<file path="config.mk">
export PLATFORM = sky130hd
export DESIGN_NAME = iob_dbus_split_flat
export DESIGN_NICKNAME = d
export VERILOG_FILES = /design/src/rtl/iob_dbus_split_pkg.sv /design/src/rtl/iob_dbus_split_if.sv /design/src/rtl/iob_dbus_split_track.sv /design/src/rtl/iob_dbus_split.sv /design/src/flat_wrapper.sv
export SDC_FILE = /design/constraint.sdc
export NUM_CORES = 1
export LEC_CHECK = 0
export ABC_AREA = 1
export CAP_MARGIN = 20
export CELL_PAD_IN_SITES_DETAIL_PLACEMENT = 0
export CELL_PAD_IN_SITES_GLOBAL_PLACEMENT = 2
export CORE_AREA = 2 2 201 203
export CTS_CLUSTER_DIAMETER = 120
export DETAILED_ROUTE_END_ITERATION = 12
export DIE_AREA = 0 0 203 205
export HOLD_SLACK_MARGIN = 0.15
export PLACE_DENSITY = 0.75
export SLEW_MARGIN = 5
export SYNTH_ARGS = -nofsm -noshare
export SYNTH_HDL_FRONTEND = slang
export SYNTH_SLANG_ARGS = --single-unit
export TNS_END_PERCENT = 50
</file>
<file path="constraint.sdc">
create_clock -name clk -period 2.7 [get_ports clk]
set_clock_uncertainty 0.05 [all_clocks]
set_input_delay 0.54 -clock clk [delete_from_list [all_inputs] [get_ports clk]]
set_output_delay 0.54 -clock clk [all_outputs]
set_load 0.01 [all_outputs]
</file>
<file path="src/rtl/iob_dbus_split_pkg.sv">
// rtl/iob_dbus_split_pkg.sv - bus field layout and width helpers for the IOb data-bus splitter
package iob_dbus_split_pkg;

   // Response bit positions: {rdata, rvalid, ready}
   localparam int RESP_READY_BIT  = 0;
   localparam int RESP_RVALID_BIT = 1;
   localparam int RESP_RDATA_LSB  = 2;

   // Request layout, MSB first: {valid, addr, wdata, wstrb}
   function automatic int req_w(input int addr_w, input int data_w);
      return 1 + addr_w + data_w + data_w / 8;
   endfunction

   function automatic int resp_w(input int data_w);
      return data_w + 2;
   endfunction

   function automatic int req_addr_lsb(input int data_w);
      return data_w / 8 + data_w;
   endfunction

   function automatic int req_valid_bit(input int addr_w, input int data_w);
      return data_w / 8 + data_w + addr_w;
   endfunction

endpackage

</file>
<file path="src/rtl/iob_dbus_split_if.sv">
// rtl/iob_dbus_split_if.sv - master-side and slave-side IOb buses of the splitter
interface iob_dbus_split_if
   import iob_dbus_split_pkg::*;
#(
   parameter int ADDR_W   = 32,
   parameter int DATA_W   = 32,
   parameter int N_SLAVES = 4
);
   localparam int REQ_W  = req_w(ADDR_W, DATA_W);
   localparam int RESP_W = resp_w(DATA_W);

   logic [REQ_W-1:0]           m_req;
   logic [RESP_W-1:0]          m_resp;
   logic [N_SLAVES*REQ_W-1:0]  s_req;
   logic [N_SLAVES*RESP_W-1:0] s_resp;

   // Environment side: drives the CPU request and the slave responses
   modport master (
      output m_req,
      output s_resp,
      input  m_resp,
      input  s_req
   );

   // Splitter side
   modport slave (
      input  m_req,
      input  s_resp,
      output m_resp,
      output s_req
   );
endinterface

</file>
<file path="src/rtl/iob_dbus_split_track.sv">
// rtl/iob_dbus_split_track.sv - outstanding-read count, owning slave, stall and sticky error
module iob_dbus_split_track
   import iob_dbus_split_pkg::*;
#(
   parameter int SEL_W     = 2,
   parameter int N_SLAVES  = 4,
   parameter int MAX_OUTST = 4,
   parameter int CNT_W     = 3
) (
   input  logic                clk,
   input  logic                rst,
   input  logic [SEL_W-1:0]    i_sel,
   input  logic                i_is_read,
   input  logic                i_accept,
   input  logic                i_decerr,
   input  logic [N_SLAVES-1:0] i_rvalid,
   input  logic                i_cur_rvalid,
   output logic                o_stall,
   output logic                o_pop,
   output logic [CNT_W-1:0]    o_cnt,
   output logic [SEL_W-1:0]    o_cur,
   output logic                o_err
);
   localparam logic [CNT_W-1:0] LP_MAX = CNT_W'(MAX_OUTST);

   logic [CNT_W-1:0] r_cnt;
   logic [SEL_W-1:0] r_cur;
   logic             r_err;
   logic             w_busy;
   logic             w_full;
   logic             w_push;
   logic             w_spurious;

   assign w_busy  = (r_cnt != '0);
   assign w_full  = (r_cnt == LP_MAX);
   // A different target while reads are in flight would let responses overtake
   assign o_stall = (w_busy && (i_sel != r_cur)) || (i_is_read && w_full);
   assign o_pop   = w_busy && i_cur_rvalid;
   assign w_push  = i_accept && i_is_read && !w_full;

   assign o_cnt = r_cnt;
   assign o_cur = r_cur;
   assign o_err = r_err;

   // Flag any rvalid that no issued read is waiting for
   always_comb begin
      w_spurious = 1'b0;
      for (int i = 0; i < N_SLAVES; i++) begin
         if (i_rvalid[i] && (!w_busy || (r_cur != SEL_W'(i)))) begin
            w_spurious = 1'b1;
         end
      end
   end

   // Count issued-but-unanswered reads; a push and a pop in one cycle cancel
   always_ff @(posedge clk) begin
      if (rst) begin
         r_cnt <= '0;
         r_cur <= '0;
         r_err <= 1'b0;
      end else begin
         if (w_push && !o_pop) begin
            r_cnt <= r_cnt + 1'b1;
         end else if (o_pop && !w_push) begin
            r_cnt <= r_cnt - 1'b1;
         end
         if (w_push) begin
            r_cur <= i_sel;
         end
         if (w_spurious || (i_accept && i_decerr)) begin
            r_err <= 1'b1;
         end
      end
   end
endmodule

</file>
<file path="src/rtl/iob_dbus_split.sv">
// rtl/iob_dbus_split.sv - address-decoded IOb splitter, in-order reads; IOB_DBUS_SPLIT_DECERR_EN adds decode errors
module iob_dbus_split
   import iob_dbus_split_pkg::*;
#(
   parameter int ADDR_W    = 32,
   parameter int DATA_W    = 32,
   parameter int N_SLAVES  = 4,
   parameter int SEL_W     = 2,
   parameter int SEL_MSB   = ADDR_W - 2,
   parameter int MAX_OUTST = 4
) (
   input  logic             clk,
   input  logic             rst,
   iob_dbus_split_if.slave  bus,
   output logic             err
);
   localparam int REQ_W  = req_w(ADDR_W, DATA_W);
   localparam int RESP_W = resp_w(DATA_W);
   localparam int VLD_B  = req_valid_bit(ADDR_W, DATA_W);
   localparam int SEL_B  = req_addr_lsb(DATA_W) + SEL_MSB;
   localparam int STB_W  = DATA_W / 8;
   localparam int N_IDX  = 2 ** SEL_W;
   localparam int CNT_W  = $clog2(MAX_OUTST + 1);
   localparam logic [SEL_W:0]   LP_NS   = (SEL_W + 1)'(N_SLAVES);
   localparam logic [SEL_W-1:0] LP_LAST = SEL_W'(N_SLAVES - 1);

   logic              w_m_valid;
   logic              w_is_read;
   logic              w_out_of_range;
   logic              w_decerr;
   logic              w_sel_ready;
   logic              w_stall;
   logic              w_ready;
   logic              w_accept;
   logic              w_pop;
   logic              w_cur_null;
   logic              w_null_vld;
   logic              w_cur_rvalid;
   logic [SEL_W-1:0]  w_sel_raw;
   logic [SEL_W-1:0]  w_sel;
   logic [SEL_W-1:0]  w_cur;
   logic [CNT_W-1:0]  w_cnt;
   logic [N_IDX-1:0]  w_rdy_v;
   logic [N_IDX-1:0]  w_rvld_v;
   logic [DATA_W-1:0] w_rdata_a [N_IDX];
   logic [DATA_W-1:0] w_rdata;

   assign w_m_valid      = bus.m_req[VLD_B];
   assign w_sel_raw      = bus.m_req[SEL_B -: SEL_W];
   assign w_is_read      = (bus.m_req[STB_W-1:0] == '0);
   assign w_out_of_range = ({1'b0, w_sel_raw} >= LP_NS);

   // Unpack slave responses; unused select codes read as idle
   for (genvar g = 0; g < N_IDX; g++) begin : g_resp
      if (g < N_SLAVES) begin : g_used
         assign w_rdy_v[g]   = bus.s_resp[g*RESP_W + RESP_READY_BIT];
         assign w_rvld_v[g]  = bus.s_resp[g*RESP_W + RESP_RVALID_BIT];
         assign w_rdata_a[g] = bus.s_resp[g*RESP_W + RESP_RDATA_LSB +: DATA_W];
      end else begin : g_unused
         assign w_rdy_v[g]   = 1'b0;
         assign w_rvld_v[g]  = 1'b0;
         assign w_rdata_a[g] = '0;
      end
   end

`ifdef IOB_DBUS_SPLIT_DECERR_EN
   logic r_null_vld;

   assign w_decerr   = w_out_of_range;
   assign w_sel      = w_sel_raw;
   assign w_cur_null = ({1'b0, w_cur} >= LP_NS);
   assign w_null_vld = r_null_vld;

   // One-entry responder answering unmapped reads with zero one cycle later
   always_ff @(posedge clk) begin
      if (rst) begin
         r_null_vld <= 1'b0;
      end else begin
         r_null_vld <= w_accept && w_is_read && w_decerr;
      end
   end
`else
   assign w_decerr   = 1'b0;
   assign w_sel      = w_out_of_range ? LP_LAST : w_sel_raw;
   assign w_cur_null = 1'b0;
   assign w_null_vld = 1'b0;
`endif

   assign w_sel_ready = w_decerr | w_rdy_v[w_sel];
   assign w_ready     = w_sel_ready & ~w_stall & ~rst;
   assign w_accept    = w_m_valid & w_ready;

   // Address/data/strobe fan out to every slave; only the selected one sees valid
   for (genvar g = 0; g < N_SLAVES; g++) begin : g_req
      assign bus.s_req[g*REQ_W +: REQ_W] =
         {w_m_valid & ~w_stall & ~rst & ~w_decerr & (w_sel == SEL_W'(g)), bus.m_req[VLD_B-1:0]};
   end

   assign w_cur_rvalid = w_cur_null ? w_null_vld : w_rvld_v[w_cur];
   assign w_rdata      = w_cur_null ? '0 : w_rdata_a[w_cur];
   assign bus.m_resp   = {w_rdata, w_pop, w_ready};

   iob_dbus_split_track #(
      .SEL_W     (SEL_W),
      .N_SLAVES  (N_SLAVES),
      .MAX_OUTST (MAX_OUTST),
      .CNT_W     (CNT_W)
   ) u_track (
      .clk          (clk),
      .rst          (rst),
      .i_sel        (w_sel),
      .i_is_read    (w_is_read),
      .i_accept     (w_accept),
      .i_decerr     (w_decerr),
      .i_rvalid     (w_rvld_v[N_SLAVES-1:0]),
      .i_cur_rvalid (w_cur_rvalid),
      .o_stall      (w_stall),
      .o_pop        (w_pop),
      .o_cnt        (w_cnt),
      .o_cur        (w_cur),
      .o_err        (err)
   );
endmodule
</file>
<file path="src/flat_wrapper.sv">
// flat-port wrapper written by rule: the top's interface ports become plain ports
module iob_dbus_split_flat import iob_dbus_split_pkg::*;
#(
   parameter int ADDR_W    = 32,
   parameter int DATA_W    = 32,
   parameter int N_SLAVES  = 4,
   parameter int SEL_W     = 2,
   parameter int SEL_MSB   = ADDR_W - 2,
   parameter int MAX_OUTST = 4
)
  (clk, rst, err, bus_m_req, bus_s_resp, bus_m_resp, bus_s_req);
  iob_dbus_split_if #(.ADDR_W(ADDR_W), .DATA_W(DATA_W), .N_SLAVES(N_SLAVES)) bus_i ();
  input  logic clk;
  input  logic rst;
  output logic err;
  input wire logic [$bits(bus_i.m_req)-1:0] bus_m_req;
  input wire logic [$bits(bus_i.s_resp)-1:0] bus_s_resp;
  output wire logic [$bits(bus_i.m_resp)-1:0] bus_m_resp;
  output wire logic [$bits(bus_i.s_req)-1:0] bus_s_req;
  assign bus_i.m_req = bus_m_req;
  assign bus_i.s_resp = bus_s_resp;
  assign bus_m_resp = bus_i.m_resp;
  assign bus_s_req = bus_i.s_req;
  iob_dbus_split #(.ADDR_W(ADDR_W), .DATA_W(DATA_W), .N_SLAVES(N_SLAVES), .SEL_W(SEL_W), .SEL_MSB(SEL_MSB), .MAX_OUTST(MAX_OUTST)) u_core (.clk(clk), .rst(rst), .bus(bus_i), .err(err));
endmodule
</file>
==> flow_summary.toml <==
[final_layout]
finalNetCount = 676
syn_to_final_growth_pct = 26.56
mostFrequentLayoutCells = "clkdlybuf4s50_1, nand3_1, nand2_1, a22oi_1, buf_4"
final_common_cell = "clkdlybuf4s50_1"
drive_gt1_frac = 0.1094

[global_route]
grt_pass1_vias = 2800
grt_max_degree = 37
gr-total-overflow = 0
grt_pass1_wl_um = 19000
grt.total_usage = 0.06213
antenna_found_initial = 1

[sta]
fin_tns_setup_ns = 0
worstMarginPinSlew_ns = 0.4000
rsz0062_at_grt = "no"
setup_viol = 0
fmax_ghz = 0.3853
min_period_ns = 2.595
fin_crit_sh = 0.9613
slew_headroom = 0.7333
hold_slack_ns = 0.4532
slew_viol_final = 0
hold_viol = 0

[critical_path]
worstReg2RegStart = "u_core.u_track.o_cur[0]"
crit_path_frequent_cell = "clkdlybuf4s50_1"
cpPeakStageDelay_ns = 0.53
crit_slowest_cell = "clkdlybuf4s50_1"
critPathLaunch = "bus_s_resp[69]"
arrival_ns = 2.01
worstPathCellList = "clkdlybuf4s50_1 -> nand2_1 -> a21oi_1 -> o21ai_1 -> inv_1 -> clkdlybuf4s50_1"
critPathCaptureType = "output pin"
critPathLaunchType = "primary input"
cp.required_ns = 2.11
worstPathMaxFanout = 2
critPathKind = "primary input to output pin"

[floorplanning]
fp.dieH_um = 205
die_area_um2 = 41620
rows = 73
start_util = 0.08833
ios = 518
core_um2 = 39370
die_w_um = 203

[clock_tree]
clk_pin_slew_ns = 0.03
cts_root_buf = "clkbuf_16"
clockBufferDepth = 2
h-tree-depth = 1
cts_buffers = 3
cts.sinks = 6
cts_tree = "done"
insertion_delay_ns = 0.23

[power_and_ir_drop]
p_clk_frac = 0.240
power.switching_w = 0.0003504
p_total_w = 0.001050
pwr-share-seq = 0.120
switching_share = 0.3336
power_frac_comb = 0.641
p_int_w = 0.0006999
p_leak_nw = 1.557
vdd_drop_max_uv = 164.1
p_per_area_nw_per_um2 = 238.7

[place]
dpl.hpwl_um = 11730
routabilityCongestion = 0.7375
port_buffers = 207

[yosys]
syn_area_um2 = 3477
synth_top_cell_by_area = "buf_4"
synthTopCellsByArea = "buf_4, nand3_1, a22oi_1"
ys_seq_area_frac = 0.03454
syn_nets = 732
synth_warnings = 0
synthDistinctLibCells = 25
syn_avg_cell_area_um2 = 6.648
synth_top_area_share = 0.5916
ys_ff_latch = 6
syn_inst = 523

[detailed_routing]
post_drt_via_cell_ratio = 2.905
avgRoutedWirePerCell_um = 14.34
antenna_left = 0
drc = 0
vias = 2882
drtIter0Drc = 121
wl_um = 14230
dr.pass1.iters = 4

[status]
status = "completed"

[flow_run]
drv_cap = 0

[min_path]
hold_start = "u_core.u_track.o_cnt[2]"
min_path_type = "register to register"
==> power groups by stage <==
stage / sequential [W] / clock [W] / combinational (W)
floorplan: 0.000125 / 0 / 0.000670
global route: 0.000129 / 0.000266 / 0.000739
finish: 0.000126 / 0.000252 / 0.000673
CTS: 0.000126 / 0.000256 / 0.000676
detailed placement: 0.000127 / 0 / 0.000676
global placement: 0.000127 / 0 / 0.000679
==> cells by family after synthesis <==
family,count (synthesis),share of synthesized area
AO/OA/AOI/OAI,45,0.09212
buffers and inverters,309,0.6405
AND/OR/NAND/NOR,161,0.2235
adder cells (fa/ha/maj),2,0.009356
flip-flops,6,0.03455
==> layout make-up <==
type / instances / area, µm²
tap: 525 / 656.9
inverter: 13 / 56.30
sequential: 6 / 125.1
clock buffer: 4 / 78.83
multi-input combinational: 208 / 1146
antenna: 1 / 2.502
fill: 4550 / 34970
timing repair buffer: 235 / 2335
==> what timing repair did <==
| item | in CTS | in global routing |
|---|---|---|
| pin swaps | 1 | 0 |
| setup buffers | 3 | 0 |
| hold buffers | 0 | 0 |
| hold endpoints to repair | 0 | 0 |
| gates resized for setup | 8 | 7 |
| endpoints found under the setup margin | 32 | 5 |
| gates cloned | 0 | 0 |
==> metal layers <==
layer,part of all wire,GRT usage
met1,0.35,0.06644
met2,0.46,0.09711
met5,0,0
met4,0.046,0.02972
met3,0.14,0.03754
==> worst paths after layout <==
path                                                end  slack [ns]  cells after the start
worst max register to register  u_core.u_track.o_cnt[2]        0.34                     11
worst min register to register  u_core.u_track.o_cnt[2]        0.45                      2
worst min-delay path            u_core.u_track.o_cnt[2]        0.45                      2
worst max-delay path                      bus_m_resp[1]        0.10                      6
==> critical path, delay by kind of cell <==
kind            cells  cell delay, ns
simple gates        1            0.07
compound gates      2            0.25
buf+inv             3            1.13
==> per-stage QoR <==
step                      cell area [µm²]  worst slack (ns)  instances    util
after floorplan                      3477            0.3326        523       -
after global placement               4275           -0.2884        984  0.1086
after detailed placement             4275           -0.2876        984  0.1086
final                                4400            0.1046        992  0.1118
after global routing                 4398          0.008173        991  0.1117
after CTS                            4384           0.01540        991  0.1114
==> registers in the layout, indices dropped and copies added, names as in the netlist <==
signal                cells
u_core.u_track.o_cnt      3
u_core.u_track.o_cur      2
u_core.u_track.o_err      1
==> cells in the mapped netlist, drive strengths merged <==
master / n
a21oi: 7
a22o: 1
a22oi: 32
and3: 1
buf: 289
clkbuf: 7
dfxtp: 6
fa: 1
ha: 1
inv: 13
nand2: 36
nand3: 106
nor2: 14
nor3: 4
o21ai: 5
(Power assumes the default switching activity.)
